## config.mk

```make
export PLATFORM = sky130hd
export DESIGN_NAME = funmin_table_eval
export DESIGN_NICKNAME = d
export VERILOG_FILES = /design/src/rtl/funmin_table_eval.sv
export SDC_FILE = /design/constraint.sdc
export NUM_CORES = 1
export LEC_CHECK = 0
export ABC_AREA = 1
export ABC_CLOCK_PERIOD_IN_PS = 3600
export CAP_MARGIN = 20
export CORE_UTILIZATION = 61
export DETAILED_ROUTE_END_ITERATION = 7
export PLACE_DENSITY_LB_ADDON = 0.15
export SLEW_MARGIN = 10
export SYNTH_ARGS = -nofsm -noshare
export SYNTH_HDL_FRONTEND = slang
export SYNTH_SLANG_ARGS = --single-unit
```

## constraint.sdc

```tcl
create_clock -name clk -period 3.6 [get_ports clk]
set_input_delay 0.72 -clock clk [delete_from_list [all_inputs] [get_ports clk]]
set_output_delay 0.72 -clock clk [all_outputs]
set_load 0.02 [all_outputs]
```

## src/rtl/funmin_table_eval.sv

```systemverilog
// Reconfigurable N_IN-input logic cell: serially loaded truth table, registered
// evaluation, and an exhaustive onset-count sweep with constant-function flags.
//
// state | meaning
// IDLE  | table may be loaded; sweep_start accepted when no load is active
// SWEEP | one table entry added to the accumulator per cycle, table frozen
// DONE  | one-cycle sweep_done pulse, results just registered
module funmin_table_eval #(
  parameter int N_IN = 4,
  localparam int TW = 1 << N_IN,
  localparam int CW = N_IN + 1
) (
  input  logic            clk,
  input  logic            rst,
  input  logic            load_start,
  input  logic            load_valid,
  input  logic            load_bit,
  output logic            table_ready,
  input  logic [N_IN-1:0] inp,
  output logic            out,
  input  logic            sweep_start,
  output logic            busy,
  output logic            sweep_done,
  output logic [CW-1:0]   onset_cnt,
  output logic            const0,
  output logic            const1
);

  localparam logic [CW-1:0]   CNT_FULL = CW'(TW);
  localparam logic [N_IN-1:0] IDX_LAST = {N_IN{1'b1}};

  typedef enum logic [1:0] {IDLE, SWEEP, DONE} state_t;

  state_t          state;
  logic [TW-1:0]   tbl;
  logic [CW-1:0]   load_cnt;
  logic [CW-1:0]   acc;
  logic [CW-1:0]   sum;
  logic [N_IN-1:0] idx;

  assign sum = acc + {{(CW-1){1'b0}}, tbl[idx]};

  // Evaluation is independent of the sweep and of table_ready.
  always_ff @(posedge clk or posedge rst) begin
    if (rst) out <= 1'b0;
    else     out <= tbl[inp];
  end

  always_ff @(posedge clk or posedge rst) begin
    if (rst) begin
      state       <= IDLE;
      tbl         <= '0;
      load_cnt    <= '0;
      table_ready <= 1'b0;
      busy        <= 1'b0;
      sweep_done  <= 1'b0;
      onset_cnt   <= '0;
      const0      <= 1'b0;
      const1      <= 1'b0;
      acc         <= '0;
      idx         <= '0;
    end else begin
      case (state)
        IDLE: begin
          // Load has priority; a coincident sweep_start is dropped.
          if (load_start || load_valid) begin
            if (load_valid) tbl <= {tbl[TW-2:0], load_bit};
            if (load_start) begin
              load_cnt    <= load_valid ? CW'(1) : '0;
              table_ready <= 1'b0;
            end else if (load_cnt != CNT_FULL) begin
              load_cnt    <= load_cnt + CW'(1);
              table_ready <= (load_cnt + CW'(1)) == CNT_FULL;
            end
          end else if (sweep_start) begin
            state <= SWEEP;
            busy  <= 1'b1;
            idx   <= '0;
            acc   <= '0;
          end
        end
        SWEEP: begin
          acc <= sum;
          idx <= idx + N_IN'(1);
          if (idx == IDX_LAST) begin
            state      <= DONE;
            busy       <= 1'b0;
            sweep_done <= 1'b1;
            onset_cnt  <= sum;
            const0     <= (sum == '0);
            const1     <= (sum == CNT_FULL);
          end
        end
        DONE: begin
          sweep_done <= 1'b0;
          state      <= IDLE;
        end
        default: state <= IDLE;
      endcase
    end
  end

endmodule

```

== Word level (Yosys, flattened, before mapping) ==
Index checks and enable logic that the tools add are counted.

* Output and inout bits: 11
* Bits in registers: 43
* Word-level logic and storage cells: 64
* Input port bits: 10

* Equality and inequality tests: 9
* Multiplexer cells: 25
* $lt $le $gt $ge: 2
* Reductions and logical operators: 13
* $add $sub $neg: 3

{| class="wikitable"
|+ Operators by type and width
! cell !! number
|-
| $mux 5 || 4
|-
| $reduce_and 3->1 || 4
|-
| $eq 5x5->1 const B || 2
|-
| $lt 4x5->1 const B || 2
|-
| $pmux 5 s2 || 1
|-
| $mux 1 || 9
|-
| $bmux 1 s4 || 2
|-
| $mux 4 || 2
|-
| $pmux 4 s2 || 1
|-
| $mux 2 || 3
|-
| $ne 2x2->1 const B || 3
|-
| $reduce_bool 2->1 || 3
|-
| $add 5x1->5 || 1
|-
| $add 5x1->5 const B || 1
|-
| $logic_not 5->1 || 1
|-
| $ne 5x5->1 const B || 1
|-
| $add 4x1->4 const B || 1
|-
| $eq 4x4->1 const B || 1
|-
| $pmux 1 s2 || 2
|-
| $pmux 2 s2 || 1
|-
| $reduce_and 2->1 || 2
|-
| $reduce_and 4->1 || 1
|-
| $eq 2x1->1 const B || 1
|-
| $eq 2x2->1 const B || 1
|-
| other kinds (2) || 2
|}

== Depth between registers and ports, before layout ==
Gate-level depths: netlist of the first run.

* Depth after elaboration: 4
* Depth in mapped cells: 14
* Depth with buffers taken out: 14

== Worst setup path after synthesis of the first run ==
Ideal clock, no wire load.

* Kind: register -> register
* Start point: register idx[0]
* End point: register const0
* Setup time: 0.065 ns
* Setup slack: 1.646 ns
* Clock period less this slack: 1.954 ns
* Path buffers: 1
* Cell stages (with the launch flop): 13
* Data required time: 3.535 ns
* Arrival: 1.889 ns
* Cells stage by stage: dfrtp_1 > buf_2 > o211ai_1 > nand3_1 > nand2_1 > nand2_1 > ha_1 > ha_1 > xnor2_1 > nand3_1 > nor2_1 > nand2_1 > nand2_1

* Cells in the longest elaborated chain, start to end: 4
* Elaborated cells between the ends (all ways): 6
* Those cells by class: add/sub (1); eq/ne (1); mux (2); reduce/logical (2)

{| class="wikitable"
|+ Ends and longest elaborated chain
! element !! line !! RTL
|-
| from (decl) || 39 || <nowiki>logic [N_IN-1:0] idx;</nowiki>
|-
| from (signal assigned) || 84 || <nowiki>idx <= idx + N_IN'(1);</nowiki>
|-
| $bmux 1 s4 || 41 || <nowiki>assign sum = acc + {{(CW-1){1'b0}}, tbl[idx]};</nowiki>
|-
| $mux 1 (implied by the code) || 41 ||
|-
| $add 5x1->5 || 41 ||
|-
| $logic_not 5->1 || 90 || <nowiki>const0 <= (sum == '0);</nowiki>
|-
| to (signal assigned) || 90 ||
|-
| to (decl) || 25 || <nowiki>output logic const0,</nowiki>
|}

Several ways; a longest one is shown, not always the timed one. The select of a mux whose other input is x is not followed.
A chain may end at the register's enable or synchronous reset.

== Worst setup path in the final report of the first run ==
Same ends and word-level chain as after synthesis.

==> results of run 1 <==
==> cell type report <==
class	count	area share (%)
well taps	46	2.25
multi-input cells	191	37.9
flip-flops and latches	43	42.0
inverters	40	6.06
clock buffers	5	2.69
repair buffers	21	8.11
clock inverters	3	0.929
==> registers in the layout, indices dropped and copies added (netlist names) <==
name,cells
acc,5
busy,1
const0,1
const1,1
idx,4
load_cnt,5
onset_cnt,5
out,1
state,2
sweep_done,1
table_ready,1
tbl,16
==> placed cells by master, fill, tap and decap left out, drive strengths merged, types with 3 or more instances in the layout <==
| cell type | count |
|---|---|
| a21oi | 5 |
| clkbuf | 5 |
| clkdlybuf4s50 | 20 |
| dfrtp | 43 |
| ha | 6 |
| inv | 41 |
| nand2 | 85 |
| nand3 | 30 |
| nand4 | 5 |
| nor2 | 15 |
| o211ai | 4 |
| o21ai | 30 |
| o22ai | 3 |
| xnor2 | 3 |
| xor2 | 3 |
==> per-stage QoR <==
stage	hold slack, ns	setup WS (ns)
2_1_floorplan	0.453	1.65
3_3_place_gp	0.464	1.24
3_5_place_dp	0.466	1.12
4_1_cts	0.489	1.24
5_1_grt	0.499	0.966
6_report	0.486	1.23
==> kinds of logic after synthesis <==
| family | Yosys count | synth area share, % |
|---|---|---|
| buffers and inverters | 48 | 8.96 |
| and+or+nand+nor | 137 | 26.9 |
| DFF | 43 | 47.9 |
| xor gates and xnor gates | 6 | 2.34 |
| AOI/OAI and AO/OA | 42 | 10.6 |
| adders and majority gates | 6 | 3.34 |
==> worst max-delay path, stage by stage, from the launching register on <==
cell and delay, ns:
dfrtp_1 0.63, inv_1 0.21, nand2_1 0.10, nand4_1 0.07
nand2_1 0.07, nor2_1 0.04, nand2_1 0.06, nand2_1 0.07
ha_1 0.20, ha_1 0.21, xnor2_1 0.28, nand3_1 0.12
nor2_1 0.15, nand2_1 0.07, nand2_1 0.06
==> cells in the mapped netlist, types with 2 or more instances <==
cell type | instances | area, um^2
nand2_1 | 83 | 312
dfrtp_1 | 43 | 1080
inv_1 | 37 | 139
nand3_1 | 29 | 145
o21ai_0 | 23 | 115
nor2_1 | 12 | 45.0
buf_2 | 6 | 30.0
ha_1 | 6 | 75.1
nand4_1 | 5 | 31.3
a21oi_1 | 4 | 20.0
o211ai_1 | 4 | 30.0
o21ai_1 | 4 | 20.0
o21ai_2 | 3 | 26.3
o22ai_1 | 3 | 18.8
xnor2_1 | 3 | 26.3
xor2_1 | 3 | 26.3
inv_4 | 2 | 12.5
nand2_2 | 2 | 12.5
==> worst paths after layout <==
path,startpoint,end,cells past startpoint,slack (ns)
min reg2reg,const1,const1,2,0.49
max reg2reg,idx[0],const0,14,1.23
max in group asynchronous,rst,tbl[2],3,2.08
min in group asynchronous,rst,table_ready,2,0.74
min,const1,const1,2,0.49
max,idx[0],const0,14,1.23
==> where the power goes <==
part           leakage [uW]  total (uW)  switching (uW)  internal [uW]
sequential         0.000549         835             178            656
clock             0.0000408         323             185            139
combinational      0.000627         859             513            345
total               0.00122        2020             876           1140
==> layer usage <==
| metal | part of all wire (%) | GRT usage [%] | up-vias |
|---|---|---|---|
| li1 | - | - | 941 |
| met3 | 3.5 | 5.84 | 11 |
| met2 | 48 | 42.8 | 41 |
| met5 | 0 | 0 | - |
| met1 | 47 | 32.5 | 856 |
| met4 | 2.3 | 11.6 | 0 |
==> results.json, run 1 <==
{
  "run_status": "finished, final reports clean",
  "grt_antenna_before_repair": 0,
  "final_setup_violation_count": 0,
  "antenna-diode-count": 0,
  "clock_sinks": 43,
  "die_w_um": 62.7,
  "post_route_cells_drive_above_1_share_pct": 7.59,
  "antenna_left": 0,
  "setup_tns_ns": 0,
  "syn-num-nets": 298,
  "count_of_filler_cells_inserted_in_the_layout": 288,
  "synth_cells": 282,
  "syn-cell-area_um2": 2250,
  "synth_cell_type_count": 28,
  "cap_viol_max_count": 0,
  "routed_wl_um": 4420,
  "die_area_um2": 3930,
  "synth_edf_count": 0,
  "syn-mean-instance-area_um2": 7.97,
  "die_h_um": 62.7,
  "final_worst_path_period_share_pct": 65.9,
  "total_power_uw": 2020,
  "slew_headroom_pct": 36.5,
  "cp.required_ns": 3.86,
  "layout_skew_ns": 0.0110,
  "arrival_ns": 2.63,
  "drt-pass1-iter-count": 4,
  "grt-ovfl-total": 0,
  "clock_latency_ns": 0.31,
  "maxClockFrequency_mhz": 422,
  "grt_first_pass_wirelength_um": 7850,
  "cts_max_path_buffers": 2,
  "storage_element_area_um2": 1080,
  "final_util_pct": 74.4,
  "dp_hpwl_um": 3110,
  "drcViolationCount": 0,
  "route.detailed.wl_per_inst_um": 12.7,
  "worst-setup-path-type": "flop to flop",
  "multiInputGateArea_um2": 971,
  "grt_pass1_vias": 1777,
  "hold_viol_final": 0,
  "detail_route.iter0.violations": 97,
  "placed_cells": 341,
  "start_util_pct": 65.3,
  "ios": 21,
  "crit_fanout": 16,
  "global_route.usage.total_pct": 26.0,
  "p_r_area_growth_vs_syn_pct": 13.9,
  "postSynth.asyncResetShare_pct": 100,
  "final_net_count": 318,
  "stdcell_area_um2": 2560,
  "path_clk_slew_ns": 0.10,
  "routabilityCongestion": 0.829,
  "htree_levels": 2,
  "post_cts_hold_buffer_count": 0,
  "yosys_warnings": 0,
  "irDropWorstVdd_mv": 0.432,
  "slew_violations": 0,
  "cts-root-buf": "clkbuf_8",
  "rsz0062_at_grt": "no",
  "pwr_density_cell_nw_per_um2": 788,
  "synth_seq_area_share_pct": 47.9,
  "finalCriticalPeriod_ns": 2.37,
  "postPlaceCellArea_um2": 2470,
  "max_slew.worst_pin.slew_ns": 0.949,
  "cts_buffers": 5,
  "io_buffer_count": 20,
  "maximum_number_of_pins_on_one_net_before_global_route_repair": 33,
  "cts_resized": 0,
  "num_vias": 1849,
  "fp_rows": 21,
  "cp-end-kind": "flop",
  "p_leak_uw": 0.00122,
  "synth.ff_latch_count": 43,
  "tritoncts": "done",
  "via_per_inst": 5.30,
  "coreArea_um2": 3440,
  "hold_path.class": "flop to flop",
  "timing.critical_path.from_type": "flop",
  "synthFlopType": "dfrtp_1",
  "cts_post_setup_buffers_inserted": 0,
  "fin_cells": 349
}
(Power assumes the default switching activity.)
==> run 2: changes to the inputs <==
Settings changed: ABC_CLOCK_PERIOD_IN_PS 3600 to 2000, CORE_UTILIZATION 61 to 51.
Clock period 3.6 ns to 2 ns, I/O delays scaled along.
==> run 2 against run 1 <==
Cell area is 8.6% higher; clock skew is 0.0067 ns lower; hold slack worse by 0.042 ns; cell count is 3.7% higher; worst setup slack worse by 1.2 ns; utilization is 6.8 points lower; sequential share of layout area is 3.2 points lower; combinational power is 130% higher; critical endpoint unchanged; largest cell class unchanged; largest power group unchanged.
==> results.json, run 2 (synthesized netlist as in run 1, its figures left out) <==
{
  "run_status": "finished, final reports clean",
  "crit-reg2reg-launch": "idx[0]",
  "top_register": "tbl",
  "critical-path-slowest-cell": "dfrtp_2",
  "fp_rows": 23,
  "cts_buffers": 5,
  "maxClockFrequency_mhz": 515,
  "crit_fanout": 8,
  "most-common-layout-cells": "nand2_1, dfrtp_1, inv_1",
  "post_cts_hold_buffer_count": 0,
  "post_route_cells_drive_above_1_share_pct": 15.7,
  "grt_antenna_before_repair": 0,
  "p_leak_uw": 0.00130,
  "hold_path.class": "input port to async pin",
  "final_net_count": 327,
  "tritoncts": "done",
  "cts-root-buf": "clkbuf_8",
  "antenna_left": 0,
  "storage_element_area_um2": 1080,
  "critPathTopFamily": "simple AND/OR/NAND/NOR gates",
  "routabilityCongestion": 0.884,
  "final_util_pct": 67.5,
  "timing.critical_path.from_type": "flop",
  "num_vias": 1861,
  "die_area_um2": 4680,
  "global_route.usage.total_pct": 21.2,
  "die_h_um": 68.4,
  "most_frequent_cell_on_the_critical_path": "nand2_1",
  "irDropWorstVdd_mv": 0.738,
  "total_power_uw": 4080,
  "grt-ovfl-total": 0,
  "rsz0062_at_grt": "yes",
  "finalCriticalPeriod_ns": 1.94,
  "worst_path_largest_cell_delay_ns": 0.46,
  "max_ffs_per_register": 16,
  "via_per_inst": 5.14,
  "cp-startpoint": "idx[0]",
  "clock_sinks": 43,
  "cap_viol_max_count": 0,
  "placed_cells": 353,
  "timing.critical_path.cells": "buf_12 > nand2_2 > nand3_2 > a21oi_2 > nor2_1 > nand2_1 > nand2_2 > ha_4 > ha_4 > nand3_4 > xor2_2 > nor2_2 > nand2_1 > nand2_1",
  "rr_worst_depth": 14,
  "routed_wl_um": 4480,
  "detail_route.iter0.violations": 91,
  "io_buffer_count": 20,
  "drt-pass1-iter-count": 4,
  "pwr_density_cell_nw_per_um2": 1470,
  "p_r_area_growth_vs_syn_pct": 23.6,
  "dp_hpwl_um": 3060,
  "grt_first_pass_wirelength_um": 7300,
  "htree_levels": 2,
  "antenna-diode-count": 0,
  "final_setup_violation_count": 0,
  "clock_latency_ns": 0.29,
  "maximum_number_of_pins_on_one_net_before_global_route_repair": 44,
  "hold-worst-slack_ns": 0.444,
  "worst-setup-path-type": "flop to flop",
  "worstReg2RegEnd": "const0",
  "cp.required_ns": 2.19,
  "start_util_pct": 54.6,
  "count_of_filler_cells_inserted_in_the_layout": 367,
  "grt_pass1_vias": 1663,
  "final_worst_path_period_share_pct": 97.2,
  "die_w_um": 68.4,
  "slew_headroom_pct": 77.5,
  "arrival_ns": 2.13,
  "drcViolationCount": 0,
  "cp-end-kind": "flop",
  "final_common_cell": "nand2_1",
  "fin_cells": 362,
  "post-place-ws_ns": -0.0237,
  "max_slew.worst_pin.slew_ns": 0.336,
  "r2r_slack_ns": 0.06,
  "coreArea_um2": 4120,
  "multiInputGateArea_um2": 1060,
  "layout_skew_ns": 0.00426,
  "cts_max_path_buffers": 2,
  "path_clk_slew_ns": 0.08,
  "post-route-worst-setup-slack_ns": 0.0567,
  "slew_violations": 0,
  "ios": 21,
  "critical_path.n_buffers_inverters": 1,
  "hold_viol_final": 0,
  "route.detailed.wl_per_inst_um": 12.4
}
## run 2: worst max path at each step
stage	endpoint	slack [ns]	cells after the start
after floorplan	const0	0.05	12
after global routing	const0	-0.06	14
after detailed placement	const0	-0.02	14
after CTS	const0	0.004	14
final	const0	0.06	14
after global placement	const0	0.07	14
## run 2: per-stage QoR
step / setup TNS (ns) / cell area [um^2]
5_1_grt: -0.236 / 2780
3_3_place_gp: 0 / 2560
4_1_cts: 0 / 2680
3_5_place_dp: -0.0237 / 2560
6_report: 0 / 2780
2_1_floorplan: 0 / 2250
## run 2: power by group
part / switching [uW] / internal (uW) / total [uW]
registers: 325 / 1190 / 1520
clock network: 278 / 315 / 593
logic: 1090 / 885 / 1970
## run 2: worst register-to-register path, stage by stage, from the launching register on
cell and delay [ns]:
dfrtp_2 0.46, buf_12 0.16, nand2_2 0.06, nand3_2 0.07, a21oi_2 0.12, nor2_1 0.06, nand2_1 0.09, nand2_2 0.08
ha_4 0.17, ha_4 0.17, nand3_4 0.10, xor2_2 0.17, nor2_2 0.05, nand2_1 0.06, nand2_1 0.04
## run 2: routing by layer
metal | up-vias | part of all wire, % | global-route usage [%]
li1 | 955 | - | -
met1 | 868 | 46 | 27.1
met2 | 34 | 50 | 35.8
met3 | 4 | 3.2 | 4.50
met4 | 0 | 0.60 | 6.25
met5 | - | 0 | 0
## run 2: what timing repair did
action / 4_1_cts / 5_1_grt
endpoints found under the setup margin: 4 / 9
gates cloned: 0 / 1
buffers inserted: 0 / 0
pin swaps: 3 / 10
gates resized for setup: 5 / 17
## run 2: area by class of cell
class | instances | share of cell area [%]
multi-input cells | 191 | 38.3
inverters | 40 | 5.58
flip-flops and latches | 43 | 38.8
well taps | 50 | 2.25
repair buffers | 30 | 11.4
clock buffers | 8 | 3.60
==> run 3: changes to the inputs <==
Settings changed: CTS_CLUSTER_DIAMETER set to 50.
==> results of run 3 <==
Same layout as run 2: the final DEF is identical, and so are final timing and power.
